**config.mk**
```make
export PLATFORM = sky130hd
export DESIGN_NAME = multicycle_maindec_flat
export DESIGN_NICKNAME = d
export VERILOG_FILES = /design/src/rtl/multicycle_maindec_if.sv /design/src/rtl/multicycle_maindec.sv /design/src/flat_wrapper.sv
export SDC_FILE = /design/constraint.sdc
export NUM_CORES = 1
export LEC_CHECK = 0
export CAP_MARGIN = 20
export CORE_MARGIN = 5
export CORE_UTILIZATION = 45
export CTS_CLUSTER_SIZE = 16
export DETAILED_ROUTE_END_ITERATION = 7
export PLACE_DENSITY = 0.89
export SLEW_MARGIN = 5
export SYNTH_ARGS = -nofsm -noshare
export SYNTH_HDL_FRONTEND = slang
export SYNTH_SLANG_ARGS = --single-unit
export TNS_END_PERCENT = 10
```
**constraint.sdc**
```tcl
create_clock -name clk -period 3.55 [get_ports clk]
set_input_delay 0.8875 -clock clk [delete_from_list [all_inputs] [get_ports clk]]
set_output_delay 0.8875 -clock clk [all_outputs]
set_load 0.1 [all_outputs]
```
**src/rtl/multicycle_maindec_if.sv**
```systemverilog
`default_nettype none
// ============================================================================
//  Module   : multicycle_maindec_if
//  Purpose  : Control bundle between the multicycle main decoder and the
//             datapath: opcode in, mux selects / write enables / debug out.
//  Revision : 1.0  initial release
// ============================================================================
interface multicycle_maindec_if;
    logic [5:0] op;
    logic       iord;
    logic       irwrite;
    logic       memwrite;
    logic       regwrite;
    logic       regdst;
    logic       memtoreg;
    logic       alusrca;
    logic [1:0] alusrcb;
    logic [1:0] aluop;
    logic [1:0] pcsrc;
    logic       pcwrite;
    logic       branch;
    logic       illegal;
    logic [3:0] state;

    // Decoder side: consumes the opcode, drives every control line
    modport master (
        input  op,
        output iord, irwrite, memwrite, regwrite, regdst, memtoreg,
               alusrca, alusrcb, aluop, pcsrc, pcwrite, branch,
               illegal, state
    );

    // Datapath side: supplies the opcode from the IR, obeys the controls
    modport slave (
        output op,
        input  iord, irwrite, memwrite, regwrite, regdst, memtoreg,
               alusrca, alusrcb, aluop, pcsrc, pcwrite, branch,
               illegal, state
    );
endinterface
`default_nettype wire

```
**src/rtl/multicycle_maindec.sv**
```systemverilog
`default_nettype none
// ============================================================================
//  Module   : multicycle_maindec
//  Purpose  : Main control FSM of the multicycle MIPS core. Walks each
//             instruction through fetch/decode/execute/memory/writeback and
//             drives the datapath selects and write enables per state.
//  Revision : 1.0  initial release
// ============================================================================
module multicycle_maindec #(
    parameter bit ADDI_EN = 1'b1,
    parameter bit J_EN    = 1'b1
) (
    input  wire logic             clk,
    input  wire logic             reset,
    multicycle_maindec_if.master  bus
);

    localparam logic [5:0] c_OP_LW    = 6'b100011;
    localparam logic [5:0] c_OP_SW    = 6'b101011;
    localparam logic [5:0] c_OP_RTYPE = 6'b000000;
    localparam logic [5:0] c_OP_BEQ   = 6'b000100;
    localparam logic [5:0] c_OP_ADDI  = 6'b001000;
    localparam logic [5:0] c_OP_J     = 6'b000010;

    typedef enum logic [3:0] {
        S_FETCH  = 4'd0,
        S_DECODE = 4'd1,
        S_MEMADR = 4'd2,
        S_MEMRD  = 4'd3,
        S_MEMWB  = 4'd4,
        S_MEMWR  = 4'd5,
        S_EXEC   = 4'd6,
        S_ALUWB  = 4'd7,
        S_BRANCH = 4'd8,
        S_ADDIEX = 4'd9,
        S_ADDIWB = 4'd10,
        S_JUMP   = 4'd11
    } state_t;

    typedef struct packed {
        logic       iord;
        logic       irwrite;
        logic       memwrite;
        logic       regwrite;
        logic       regdst;
        logic       memtoreg;
        logic       alusrca;
        logic [1:0] alusrcb;
        logic [1:0] aluop;
        logic [1:0] pcsrc;
        logic       pcwrite;
        logic       branch;
    } ctrl_t;

    state_t r_state;
    ctrl_t  r_ctrl;
    state_t w_next;
    state_t w_dispatch;
    logic   w_legal;

    // Control word for a given state; anything not named stays 0
    function automatic ctrl_t f_ctrl(input state_t s);
        ctrl_t c;
        c = '0;
        case (s)
            S_FETCH:  begin c.alusrcb = 2'b01; c.irwrite = 1'b1; c.pcwrite = 1'b1; end
            S_DECODE: begin c.alusrcb = 2'b11; end
            S_MEMADR: begin c.alusrca = 1'b1; c.alusrcb = 2'b10; end
            S_MEMRD:  begin c.iord = 1'b1; end
            S_MEMWB:  begin c.memtoreg = 1'b1; c.regwrite = 1'b1; end
            S_MEMWR:  begin c.iord = 1'b1; c.memwrite = 1'b1; end
            S_EXEC:   begin c.alusrca = 1'b1; c.aluop = 2'b10; end
            S_ALUWB:  begin c.regdst = 1'b1; c.regwrite = 1'b1; end
            S_BRANCH: begin c.alusrca = 1'b1; c.aluop = 2'b01; c.pcsrc = 2'b01; c.branch = 1'b1; end
            S_ADDIEX: begin c.alusrca = 1'b1; c.alusrcb = 2'b10; end
            S_ADDIWB: begin c.regwrite = 1'b1; end
            S_JUMP:   begin c.pcsrc = 2'b10; c.pcwrite = 1'b1; end
            default:  c = '0;
        endcase
        return c;
    endfunction

    // Opcode dispatch out of DECODE; disabled opcodes fall through as illegal
    always_comb begin
        w_dispatch = S_FETCH;
        w_legal    = 1'b0;
        case (bus.op)
            c_OP_LW, c_OP_SW: begin w_dispatch = S_MEMADR; w_legal = 1'b1; end
            c_OP_RTYPE:       begin w_dispatch = S_EXEC;   w_legal = 1'b1; end
            c_OP_BEQ:         begin w_dispatch = S_BRANCH; w_legal = 1'b1; end
            c_OP_ADDI: if (ADDI_EN) begin w_dispatch = S_ADDIEX; w_legal = 1'b1; end
            c_OP_J:    if (J_EN)    begin w_dispatch = S_JUMP;   w_legal = 1'b1; end
            default:          begin w_dispatch = S_FETCH;  w_legal = 1'b0; end
        endcase
    end

    // Next-state selection; unused codes recover to FETCH
    always_comb begin
        w_next = S_FETCH;
        case (r_state)
            S_FETCH:  w_next = S_DECODE;
            S_DECODE: w_next = w_dispatch;
            // op is looked at again here; an IR that changed to neither
            // lw nor sw abandons the access rather than guessing
            S_MEMADR: begin
                if (bus.op == c_OP_LW)      w_next = S_MEMRD;
                else if (bus.op == c_OP_SW) w_next = S_MEMWR;
                else                        w_next = S_FETCH;
            end
            S_MEMRD:  w_next = S_MEMWB;
            S_EXEC:   w_next = S_ALUWB;
            S_ADDIEX: w_next = S_ADDIWB;
            default:  w_next = S_FETCH;
        endcase
    end

    // State register with control word registered alongside it
    always_ff @(posedge clk) begin
        if (reset) begin
            r_state <= S_FETCH;
            r_ctrl  <= f_ctrl(S_FETCH);
        end else begin
            r_state <= w_next;
            r_ctrl  <= f_ctrl(w_next);
        end
    end

    // Write enables are masked by reset so no partial write can land
    assign bus.irwrite  = r_ctrl.irwrite  & ~reset;
    assign bus.pcwrite  = r_ctrl.pcwrite  & ~reset;
    assign bus.memwrite = r_ctrl.memwrite & ~reset;
    assign bus.regwrite = r_ctrl.regwrite & ~reset;
    assign bus.branch   = r_ctrl.branch   & ~reset;

    assign bus.iord     = r_ctrl.iord;
    assign bus.regdst   = r_ctrl.regdst;
    assign bus.memtoreg = r_ctrl.memtoreg;
    assign bus.alusrca  = r_ctrl.alusrca;
    assign bus.alusrcb  = r_ctrl.alusrcb;
    assign bus.aluop    = r_ctrl.aluop;
    assign bus.pcsrc    = r_ctrl.pcsrc;

    // The IR is only valid once DECODE is reached, so illegal looks at op live
    assign bus.illegal  = (r_state == S_DECODE) && !w_legal;
    assign bus.state    = r_state;

endmodule
`default_nettype wire
```
**src/flat_wrapper.sv**
```systemverilog
// flat-port wrapper written by rule: the top's interface ports become plain ports
module multicycle_maindec_flat 
#(
    parameter bit ADDI_EN = 1'b1,
    parameter bit J_EN    = 1'b1
)
  (clk, reset, bus_op, bus_iord, bus_irwrite, bus_memwrite, bus_regwrite, bus_regdst, bus_memtoreg, bus_alusrca, bus_alusrcb, bus_aluop, bus_pcsrc, bus_pcwrite, bus_branch, bus_illegal, bus_state);
  multicycle_maindec_if bus_i ();
  input  wire logic clk;
  input  wire logic reset;
  input wire logic [$bits(bus_i.op)-1:0] bus_op;
  output wire logic [$bits(bus_i.iord)-1:0] bus_iord;
  output wire logic [$bits(bus_i.irwrite)-1:0] bus_irwrite;
  output wire logic [$bits(bus_i.memwrite)-1:0] bus_memwrite;
  output wire logic [$bits(bus_i.regwrite)-1:0] bus_regwrite;
  output wire logic [$bits(bus_i.regdst)-1:0] bus_regdst;
  output wire logic [$bits(bus_i.memtoreg)-1:0] bus_memtoreg;
  output wire logic [$bits(bus_i.alusrca)-1:0] bus_alusrca;
  output wire logic [$bits(bus_i.alusrcb)-1:0] bus_alusrcb;
  output wire logic [$bits(bus_i.aluop)-1:0] bus_aluop;
  output wire logic [$bits(bus_i.pcsrc)-1:0] bus_pcsrc;
  output wire logic [$bits(bus_i.pcwrite)-1:0] bus_pcwrite;
  output wire logic [$bits(bus_i.branch)-1:0] bus_branch;
  output wire logic [$bits(bus_i.illegal)-1:0] bus_illegal;
  output wire logic [$bits(bus_i.state)-1:0] bus_state;
  assign bus_i.op = bus_op;
  assign bus_iord = bus_i.iord;
  assign bus_irwrite = bus_i.irwrite;
  assign bus_memwrite = bus_i.memwrite;
  assign bus_regwrite = bus_i.regwrite;
  assign bus_regdst = bus_i.regdst;
  assign bus_memtoreg = bus_i.memtoreg;
  assign bus_alusrca = bus_i.alusrca;
  assign bus_alusrcb = bus_i.alusrcb;
  assign bus_aluop = bus_i.aluop;
  assign bus_pcsrc = bus_i.pcsrc;
  assign bus_pcwrite = bus_i.pcwrite;
  assign bus_branch = bus_i.branch;
  assign bus_illegal = bus_i.illegal;
  assign bus_state = bus_i.state;
  multicycle_maindec #(.ADDI_EN(ADDI_EN), .J_EN(J_EN)) u_core (.clk(clk), .reset(reset), .bus(bus_i));
endmodule
```
Word level (Yosys, flattened, before mapping)
Cells that the tools add are included.

Register bits: 19. Input port bits: 8. Output and inout port bits: 20.

Equality and inequality tests: 21. Muxes and demuxes: 17. Bitwise gates (word level): 6. Reduce and logical (&&, ||, !) cells: 12.

Operators with widths (count): 4-bit one-hot mux with 6 select lines (1); 4-bit by 3-bit equality test with 1-bit output, second input constant (5); 4-bit equality test, second input constant (5); 4-bit one-hot mux with 5 select lines (1); 4-bit by 2-bit equality test with 1-bit output, second input constant (4); 6-bit equality test, second input constant (2); 1-bit two-way mux (10); 4-bit by 1-bit equality test with 1-bit output, second input constant (2); 4-bit logical NOT (2); 2-bit one-hot mux with 2 select lines (2); 2-bit OR reduction (4); 6-bit by 2-bit equality test with 1-bit output, second input constant (1); 6-bit by 3-bit equality test with 1-bit output, second input constant (1); 6-bit by 4-bit equality test with 1-bit output, second input constant (1); 6-bit logical NOT (1); 2-bit one-hot mux with 3 select lines (1); 6-bit OR reduction (1); 1-bit AND (5); 4-bit two-way mux (1); 4-bit OR reduction (1); 3-bit two-way mux (1); 3-bit OR reduction (1); 1-bit logical AND (1); 1-bit logical NOT (1); 1-bit NOT (1).

Longest topological paths before layout
Depth in word-level cells: 7. Gate-level depth with buffers: 7.

Worst setup path before layout
Ideal clock, no wire load.

Path kind: register to output. Start point: register u_core.r_state[0], in the netlist u_core.bus.state[0]. End point: output port bus_illegal. Data arrival time: 3.576 ns. Slack: -0.914 ns. Cell stages (with the launch flop): 4. Buffers on the path: 0. Cell sequence: dfxtp_1 -> nor3b_2 -> nand2_1 -> nor3_1.

Word-level cells in the longest chain between the ends: 2.

RTL lines: start: declaration (RTL line multicycle_maindec.sv:55) `state_t r_state;`; start signal: assignment (RTL line multicycle_maindec.sv:123) `r_state <= w_next;`; 4-bit by 1-bit equality test with 1-bit output (RTL line multicycle_maindec.sv:144) `assign bus.illegal = (r_state == S_DECODE) && !w_legal;`; 1-bit logical AND (RTL line multicycle_maindec.sv:144); end: declaration (RTL line flat_wrapper.sv:24) `output wire logic [$bits(bus_i.illegal)-1:0] bus_illegal;`.

Every way passes these cells.

Worst setup path in the final report
Start point: input port bus_op[3]. End point: output port bus_illegal.

Word-level cells in the longest chain between the ends: 5. Elaborated cells between the ends (all ways): 10. Those cells by class: 5 x eq/ne; 1 x mux; 4 x reduce/logical.

RTL lines: start: declaration (RTL line flat_wrapper.sv:11) `input wire logic [$bits(bus_i.op)-1:0] bus_op;`; 6-bit by 3-bit equality test with 1-bit output, or another cell as far along (RTL line multicycle_maindec.sv:87) `case (bus.op)`; 6-bit OR reduction (no line) (*); 1-bit two-way mux (*); 1-bit logical NOT (*) (RTL line multicycle_maindec.sv:144); 1-bit logical AND (*) (RTL line multicycle_maindec.sv:144).

Every way passes the cells marked *; elsewhere a longest branch is shown, timed or not.

==> metrics.txt <==
clock slew at reported path FFs=90 ps; TritonCTS clock tree=built; Final ANT Viol Nets=0; total number of vias=732; Avg Cell Area, Syn=9.00 um2; synth warn=0; largest net degree at the start of global routing=14; vias per cell=5.27; die area=about 2800 um2; Worst path max stage delay=approximately 540 ps; crit path DAT=2340 ps; total wire length=1700 um; CTS buffer count=3; Tightest Hold Check Type=flip-flop to flip-flop; power per cell area=approximately 360 nW/um2; DR iter-0 viols=24; Synthesized Nets=100; Reg-to-Reg End=u_core.bus.alusrcb[1]; Hold Crit Endpoint=u_core.r_ctrl[11]; worst slew pin tran=965 ps; Die Span Y=around 53 um; total global routing overflow=0; fraction of registers with async set or reset after synthesis=0%; cts hold-fix bufs=0; # IOs=28; starting density of the core=47.5%; VDD IR-drop max=approximately 0.17 mV; Hold Startpoint=u_core.bus.state[3]; top cells by count, synth=dfxtp_1, nand2_1, nor2_1; Clock Latency Late Sink=~280 ps; nets=between 100 and 150; Clock Sinks=17; top-count cell post-synth=dfxtp_1; register area share after synthesis=41.1%; flops & latches, synth=17; WP data required=2660 ps; initial antenna violation count=0; PortBufs=27; Routed WL per cell=12.2 um; Leak=between 0.4 and 0.5 nW; CP Cell Sequence=clkdlybuf4s50_1 > xor2_1 > o211a_1 > nor3_4 > buf_12; most used flip-flop cell after synthesis=dfxtp_1; dominant cells by area after synthesis=dfxtp_1, buf_4, nor2b_1, nand2_1, nor2_1; final period utilization=between 90% and 100%; Final Wtd Congestion=0.849; WHS Path Cells=2; pre-CTS setup slack=323 ps; Worst R2R Path Depth=4; hpwl dp=1330 um; area grow syn2layout=37.8%; Slew headroom=35.4%; H-tree depth=1; drc violations=0; First-pass DRT Iterations=4; vias in the first global route=around 670; Synth Instances=92; mapped cell area=828 um2; first-pass GRT wire length=a little under 3000 um; CP Launch Type=primary input; reg-to-reg slack, setup=between 1500 and 2000 ps; DIE WIDTH=52.9 um; Final WS setup=318 ps; synth unique cells=40; Slew Viols, Final=0; ant diodes=0; layout cells sized above 1=23.7%; worst r2r src=u_core.bus.state[1]; slowest CP cell=clkdlybuf4s50_1; row count=15; setup TNS=0 ps; fin crit period=3230 ps; EDFF count, synth=0; final hold vios=0; setup violators final=0; Post-CTS Resized=0; Synth top area share=around two fifths; GRT Util Overall=14.1%; clock root buffer=clkbuf_4; status=finished, final reports clean; Clock Skew=4.38 ps; Post-CTS Setup Inserts=0; CTS Buffer Depth=2; worst setup path category=primary input to primary output; RSZ-0062 raised after global routing=no; CP max FO=6; Worst Setup End Kind=primary output; Fmax=0.309 GHz; max cap viols=0; core box area=1750 um2; area leader, netlist=dfxtp_1; fin util=65.4%
-- critical path, delay by kind of cell --
family,cells,cell delay (ps)
XOR/XNOR,1,230
AO/OA/AOI/OAI,1,280
AND/OR/NAND/NOR,1,210
buffers and inverters,2,740
-- layer usage --
| metal | routed length (um) | part of all wire, % | vias up | global-route usage (%) |
|---|---|---|---|---|
| met5 | 0 | 0 | - | 0 |
| li1 | - | - | 372 | - |
| met2 | 846 | 50 | 28 | 23.3 |
| met3 | 101 | 5.9 | 2 | 3.66 |
| met4 | 14 | 0.82 | 0 | 7.66 |
| met1 | 739 | 43 | 330 | 16.3 |
-- through the flow --
step                area, um2  hold slack [ps]  power (mW)  instances
floorplan                 840              968       0.282         92
global placement         1110              646       0.314        135
detailed placement       1110              668       0.315        135
CTS                      1140              682       0.409        139
global route             1140              744       0.428        139
finish                   1140              687       0.408        139
-- state kept, by name, summed over array words and instances, names as in the netlist --
signal,count
u_core.bus.state,4
u_core.r_ctrl,4
u_core.bus.alusrcb,2
u_core.bus.pcsrc,2
u_core.bus.aluop,1
u_core.bus.alusrca,1
u_core.bus.iord,1
u_core.bus.memtoreg,1
u_core.bus.regdst,1
-- worst max-delay path by stage --
| stage | start | to | slack [ps] | cells past startpoint |
|---|---|---|---|---|
| floorplan | reset | bus_irwrite | 240 | 2 |
| global placement | bus_op[3] | bus_illegal | 390 | 5 |
| detailed placement | bus_op[3] | bus_illegal | 320 | 5 |
| CTS | bus_op[3] | bus_illegal | 320 | 5 |
| global route | bus_op[3] | bus_illegal | 260 | 5 |
| finish | bus_op[3] | bus_illegal | 320 | 5 |
-- cell families after synthesis --
kind of cell / count (synthesis) / synth area share (%)
AND/OR/NAND/NOR: 41 / 29.0
multiplexers: 1 / 1.36
AO/OA/AOI/OAI: 19 / 17.2
XOR/XNOR: 2 / 2.12
flip-flops: 17 / 41.1
buffers and inverters: 12 / 9.21
-- layout make-up --
| class | count | area (um2) |
|---|---|---|
| fillers | 159 | 604 |
| multi-input cells | 63 | 423 |
| flip-flops and latches | 17 | 340 |
| repair buffers | 28 | 313 |
| well taps | 25 | 31.3 |
| clock buffers | 4 | 26.3 |
| inverters | 2 | 7.51 |
-- where the power goes --
part	total, mW	switching [mW]	internal, mW
logic	0.111	0.0749	0.0361
registers	0.200	0.00371	0.196
clock network	0.0977	0.0540	0.0436
-- layout by cell type (no fill, tap or decap), types with 2 or more instances in the layout --
master / count
or3_1: 2
clkdlybuf4s50_1: 11
nand2_1: 9
a21oi_1: 3
buf_4: 11
nor3_1: 4
dfxtp_1: 17
o21ai_0: 2
inv_1: 2
a31oi_1: 2
nor2_1: 7
nor2b_1: 6
xor2_1: 2
clkbuf_4: 3
buf_12: 6
Note: power is estimated with default switching activity, not from simulation.
